`src/rtl/alu_share_arbiter.sv`:
```
// alu_share_arbiter: two requesters share one 4-bit adder/subtractor through a
// round-robin (or fixed-priority) grant and a registered, held response.
module adder_subtractor (
   input  logic [3:0] a,
   input  logic [3:0] b,
   input  logic       sub,
   output logic [3:0] sum,
   output logic       carry
);
   // Subtraction as A + ~B + 1, so carry=1 means no borrow.
   assign {carry, sum} = {1'b0, a} + {1'b0, sub ? ~b : b} + {4'b0, sub};
endmodule

module alu_share_arbiter #(
   parameter bit RR_EN = 1'b1
) (
   input  logic       clk,
   input  logic       rst,
   input  logic       req0_valid,
   output logic       req0_ready,
   input  logic [3:0] req0_a,
   input  logic [3:0] req0_b,
   input  logic       req0_sub,
   input  logic       req1_valid,
   output logic       req1_ready,
   input  logic [3:0] req1_a,
   input  logic [3:0] req1_b,
   input  logic       req1_sub,
   output logic       rsp0_valid,
   input  logic       rsp0_ready,
   output logic       rsp1_valid,
   input  logic       rsp1_ready,
   output logic [3:0] rsp_out,
   output logic       rsp_carry,
   output logic       rsp_zero,
   output logic       busy
);
   typedef enum logic {IDLE, RESP} state_t;
   state_t     state;
   logic       last_grant;
   logic       owner;
   logic       grant;
   logic       any_valid;
   logic       accept;
   logic       done;
   logic [3:0] op_a;
   logic [3:0] op_b;
   logic       op_sub;
   logic [3:0] sum;
   logic       carry;
   always_comb begin
      any_valid  = req0_valid | req1_valid;
      grant      = (req0_valid & req1_valid) ? (RR_EN ? ~last_grant : 1'b0) : req1_valid;
      req0_ready = !rst && state == IDLE && any_valid && !grant;
      req1_ready = !rst && state == IDLE && any_valid && grant;
      accept     = (req0_valid & req0_ready) | (req1_valid & req1_ready);
      op_a       = grant ? req1_a : req0_a;
      op_b       = grant ? req1_b : req0_b;
      op_sub     = grant ? req1_sub : req0_sub;
      rsp0_valid = state == RESP && !owner;
      rsp1_valid = state == RESP && owner;
      done       = (rsp0_valid & rsp0_ready) | (rsp1_valid & rsp1_ready);
      busy       = state == RESP;
   end
   adder_subtractor u_alu (
      .a     (op_a),
      .b     (op_b),
      .sub   (op_sub),
      .sum   (sum),
      .carry (carry)
   );
   always_ff @(posedge clk) begin
      if (rst) begin
         state      <= IDLE;
         last_grant <= 1'b1;
         owner      <= 1'b0;
         rsp_out    <= 4'd0;
         rsp_carry  <= 1'b0;
         rsp_zero   <= 1'b0;
      end else if (state == IDLE) begin
         if (accept) begin
            state      <= RESP;
            last_grant <= grant;
            owner      <= grant;
            rsp_out    <= sum;
            rsp_carry  <= carry;
            rsp_zero   <= sum == 4'd0;
         end
      end else if (done) begin
         state <= IDLE;
      end
   end
endmodule

```
`config.mk`:
```
export PLATFORM = sky130hd
export DESIGN_NAME = alu_share_arbiter
export DESIGN_NICKNAME = d
export VERILOG_FILES = /design/src/rtl/alu_share_arbiter.sv
export SDC_FILE = /design/constraint.sdc
export NUM_CORES = 1
export LEC_CHECK = 0
export ABC_AREA = 1
export BUFFER_PORTS_ARGS = -buffer_cell sky130_fd_sc_hd__buf_2
export CORE_MARGIN = 4
export CORE_UTILIZATION = 40
export DETAILED_ROUTE_END_ITERATION = 10
export PLACE_DENSITY_LB_ADDON = 0.12
export SKIP_LAST_GASP = 1
export SYNTH_ARGS = -nofsm -noshare
export SYNTH_HDL_FRONTEND = slang
export SYNTH_SLANG_ARGS = --single-unit
```
`constraint.sdc`:
```
create_clock -name clk -period 1.9 [get_ports clk]
set_input_delay 0.38 -clock clk [delete_from_list [all_inputs] [get_ports clk]]
set_output_delay 0.38 -clock clk [all_outputs]
set_load 0.03 [all_outputs]
```
After elaboration in Yosys (flattened, before gate mapping) --
Index checks and enable logic that the tools add are counted.
Storage, ports and cells: logic and storage cells 38, bits of input ports 24, ROM bits 0, memories kept 0, latch bits 0, memory bits (writable) 0, register bits after elaboration 9
Cells by class: multipliers 0, magnitude comparators 0, $add $sub $neg 2, reductions and logical operators 11, equal/unequal tests 0, mux-type cells 8, shift-type cells 0, bitwise gates (word level) 11, divide/modulo/power cells 0
Operators by type and width (count):
- 4-bit two-way mux | 3
- 1-bit logical AND | 6
- 4-bit by 4-bit adder with 5-bit output | 1
- 5-bit by 1-bit adder with 5-bit output | 1
- 1-bit bitwise AND | 5
- 1-bit two-way mux | 5
- 4-bit zero test | 1
- 4-bit NOT | 1
- 1-bit zero test | 3
- 1-bit OR | 3
- 1-bit NOT | 2
- 2-bit AND reduction | 1

Logic depth before layout (Yosys ltp) --
depth after elaboration 8, gate-level depth with buffers 16, mapped depth without buffers 15

Modules after synthesis --
Synthesis repeated with hierarchy kept, for this count alone.
Unflattened totals: cells, all modules 109, area, all modules 744.5 sq um
Modules (own cells, without submodules):
- alu_share_arbiter | cells an instance 85, area each 574.3 sq um, times used 1, seq. area each 180.2 sq um
- adder_subtractor | cells an instance 24, area each 170.2 sq um, times used 1, seq. area each 0.0 sq um

Least setup slack after synthesis --
No wires, ideal clock.
path type input-to-reg, from input port req0_valid, to register rsp_zero, buffers on the path 1, setup slack -0.045 ns, stages 11, required time 1.842 ns, arrival time 1.887 ns, cell sequence nand2_2 nand2_2 buf_6 o21ai_0 inv_1 fa_1 xor2_1 nand3_1 nor2_1 nand3_1 nand2_1
Between the ends: word-level cells in the longest chain between the ends 8, elaborated cells on any way between the ends 19, those cells by class add/sub: 2; mux: 5; bitwise: 6; reduce/logical: 6
RTL lines:
- start: declaration | line 19 | input logic req0_valid,
- 1-bit bitwise AND | line 53 | grant = (req0_valid & req1_valid) ? (RR_EN ? ~last_grant : 1'b0) : req1_valid;
- 1-bit two-way mux | line 53
- 4-bit two-way mux | line 58 | op_b = grant ? req1_b : req0_b;
- 4-bit NOT | line 11 | assign {carry, sum} = {1'b0, a} + {1'b0, sub ? ~b : b} + {4'b0, sub};
- 4-bit two-way mux | line 11
- 4-bit by 4-bit adder with 5-bit output | line 11
- 5-bit by 1-bit adder with 5-bit output | line 11
- 4-bit zero test | line 87 | rsp_zero <= sum == 4'd0;
- end signal: assignment | line 79 | rsp_zero <= 1'b0;
- end signal: assignment | line 87
- end: declaration | line 35 | output logic rsp_zero,
Parallel ways exist; a longest one is shown, timed or not. A chain may end at the register's enable or synchronous reset.

Worst setup path after layout --
from register last_grant, to register rsp_zero
Between the ends: word-level cells in the longest chain between the ends 8, elaborated cells on any way between the ends 17, those cells by class add/sub: 2; mux: 5; bitwise: 5; reduce/logical: 5
RTL lines:
- start: declaration | line 40 | logic last_grant;
- start signal: assignment | line 83 | last_grant <= grant;
- 1-bit NOT (*) | line 53
- 1-bit two-way mux (*) | line 53
- 4-bit two-way mux | line 58
- 4-bit NOT | line 11
- 4-bit two-way mux | line 11
- 4-bit by 4-bit adder with 5-bit output | line 11
- 5-bit by 1-bit adder with 5-bit output | line 11
- 4-bit zero test | line 87
Mark *: on every way between the ends. The rest lies on a longest branch, timed or not.

==> metrics.csv <==
metric,value,unit
Max clock buf depth,2,
Leak Pwr,0.633,nW
diode count,0,
number of port buffers,34,
multi-input logic area,512,um2
"Top FF cell, synth",dfxtp_1,
Synth Area in Simple Gates,36.7,%
clock root cell,clkbuf_4,
Vias,809,
Pre-Repair DR Iteration Count,4,
Synth area leaders,"dfxtp_1 (25%), nand2_1 (17%), inv_1 (9.0%), nand3_1 (5.7%), ha_1 (5.3%)",
crit path cell chain,nand2_4 > nand2_8 > nand2_4 > nand2_4 > xor2_4 > fa_2 > xor2_2 > nand3_1 > nor2_1 > nand3_1 > nand2_1,
Final WS setup,0.0644,ns
initial DRC count,5,
nets,186,
TNS Setup,0,ns
CP endpoint kind,register,
CORE AREA,0.00159,mm2
#FFs+latches synth,9,
synthesized area,708,um2
status,"finished, final reports clean",
vias in the first global route,751,
"Hold Vio Cnt, Final",0,
Routed wire per std cell,9.58,um
Post-synth EDFFs,0,
die area,0.00251,mm2
CTS sink cnt,9,
Syn Inst Count,108,
Post-Synth Adder-Cell Area,8.13,%
clk_lat worst skew,0.25,ns
Relative slew margins,84.4,%
CP max stage delay,0.39,ns
async set or reset register ratio after synthesis,0,%
hold_buf cts,0,
GP Congestion,0.773,
post-synthesis mux area share,2.83,%
Top Family by Delay on Critical Path,simple AND/OR/NAND/NOR gates,
Top Ports,35,
synth warn,0,
CP max stage cell,fa_2,
Via density,4.47,
initial core utilization,44.4,%
main combinational cell family by area after synthesis,simple AND/OR/NAND/NOR gates,
HP Class,input port to register,
first-pass GRT wire length,2.92,mm
CTS Buf Count,3,
Post-Synth XOR/XNOR Area,6.01,%
critical path launch point type,register,
Reg area,181,um2
final WL,1.73,mm
total track usage,14.8,%
"area leader, netlist",dfxtp_1,
Max Cap Violations,0,
top cell type's share of synthesized area,25.4,%
Die Width,50.1,um
crit path DAT,2.03,ns
Die Span Y,50.1,um
Worst EP required,2.10,ns
post-route minimum period,1.84,ns
area grow syn2layout,51.6,%
Post-DP HPWL,1.46,mm
share of layout cells above drive strength 1,43.3,%
Slew @ Worst Pin,0.233,ns
compound-gate portion of the synthesized area,9.19,%
Rows,14,
VDD IR max,297,uV
Post-Place Worst Slack,-0.128,ns
pwr dens,719,mW/mm2
residual DRC count,0,
Setup-failing EPs final,0,
Layout fillers,154,
Crit path top cell by count,nand2_4,
Overflow after GRT,0,
CTS tree,yes,
RSZ-0062 raised after global routing,yes,
Syn Nets,136,
initial antenna violation count,0,
worst clock skew,0.00549,ns
post-route ant nets,0,
CTS H-tree lvls,1,
post-synthesis cell type count,22,
Worst Path Max Fanout,6,
largest net degree at the start of global routing,7,
syn_area_per_cell,6.56,um2
post-synthesis sequential area ratio,25.4,%
fin. max-slew vios,0,
CP Class,register to register,
buffers plus inverters on the worst setup path,0,
max frequency,545,MHz
Tcrit/Tclk final,96.6,%
clk slew on worst S/H paths,0.06,ns
-- final timing paths --
path / from / endpoint / slack (ns) / cells after the start
worst max-delay path: last_grant / rsp_zero / 0.06 / 11
worst min-delay path: rst / busy / 0.42 / 4
worst max register to register: last_grant / rsp_zero / 0.06 / 11
worst min register to register: rsp_out[3] / rsp_out[3] / 0.45 / 2
-- cells in the mapped netlist, types with 2 or more instances --
library cell / instances
dfxtp_1: 9
inv_1: 17
nand2_1: 32
inv_2: 2
o21ai_0: 6
nand3_1: 8
a21oi_1: 3
nand3b_1: 2
nand2_2: 5
mux2i_1: 2
xor2_1: 3
nor2_1: 7
ha_1: 3
-- routing by layer --
layer  track usage [%]  wire length, um
met2              25.0              867
met1              17.7              722
met5                 0                0
met3              1.20               98
met4              9.68               46
-- cell families after synthesis --
logic type / after synthesis
multiplexers: 2
buffers and inverters: 20
AND/OR/NAND/NOR: 57
AO/OA/AOI/OAI: 12
flip-flops: 9
XOR/XNOR: 4
adder cells (fa/ha/maj): 4
-- timing repair --
item                                    CTS  global route
resized for setup                         2            10
endpoints found under the setup margin    2             3
cloned                                    1             0
pin swaps                                 1             7
buffers inserted                          0             0
-- final cells by class --
class	count	area share, %
Clock buffer	4	2.45
Inverter	19	6.64
Multi-Input combinational cell	80	47.7
Sequential cell	9	16.9
Tap cell	24	2.80
Timing Repair Buffer	45	23.5
-- registers in the layout (all words and copies together) (netlist names) --
| name | count |
|---|---|
| rsp_out | 4 |
| busy | 1 |
| last_grant | 1 |
| owner | 1 |
| rsp_carry | 1 |
| rsp_zero | 1 |
-- report_power, final --
group          internal, mW  leakage [nW]  switching [mW]  total, mW
registers             0.216        0.0741          0.0136      0.229
clock network        0.0806        0.0150          0.0615      0.142
logic                 0.166         0.544           0.234      0.400
-- worst min-delay path, cell delays in order --
cell     delay (ns)
buf_2          0.10
inv_1          0.06
o21ai_0        0.07
inv_1          0.04
-- per-stage QoR --
stage / hold WS [ns] / utilization [%] / cell area [um2] / cells / power, mW
6_report: 0.420 / 67.3 / 1070 / 181 / 0.772
3_5_place_dp: 0.437 / 61.9 / 987 / 176 / 0.598
4_1_cts: 0.417 / 64.4 / 1030 / 181 / 0.750
5_1_grt: 0.440 / 67.3 / 1070 / 181 / 0.842
3_3_place_gp: 0.432 / 61.9 / 987 / 176 / 0.587
2_1_floorplan: 0.450 / - / 716 / 108 / 0.478
-- placed cells by master (no fill, tap or decap), drive strengths merged --
| master | count |
|---|---|
| o21ai | 7 |
| nand3b | 2 |
| clkbuf | 4 |
| fa | 1 |
| a22o | 1 |
| mux2i | 2 |
| a21oi | 3 |
| nand2 | 39 |
| inv | 19 |
| ha | 3 |
| dfxtp | 9 |
| nor2 | 8 |
| nand3 | 9 |
| o22ai | 1 |
| xor2 | 4 |
| buf | 45 |
No activity file was read; power rests on OpenSTA's default activity.
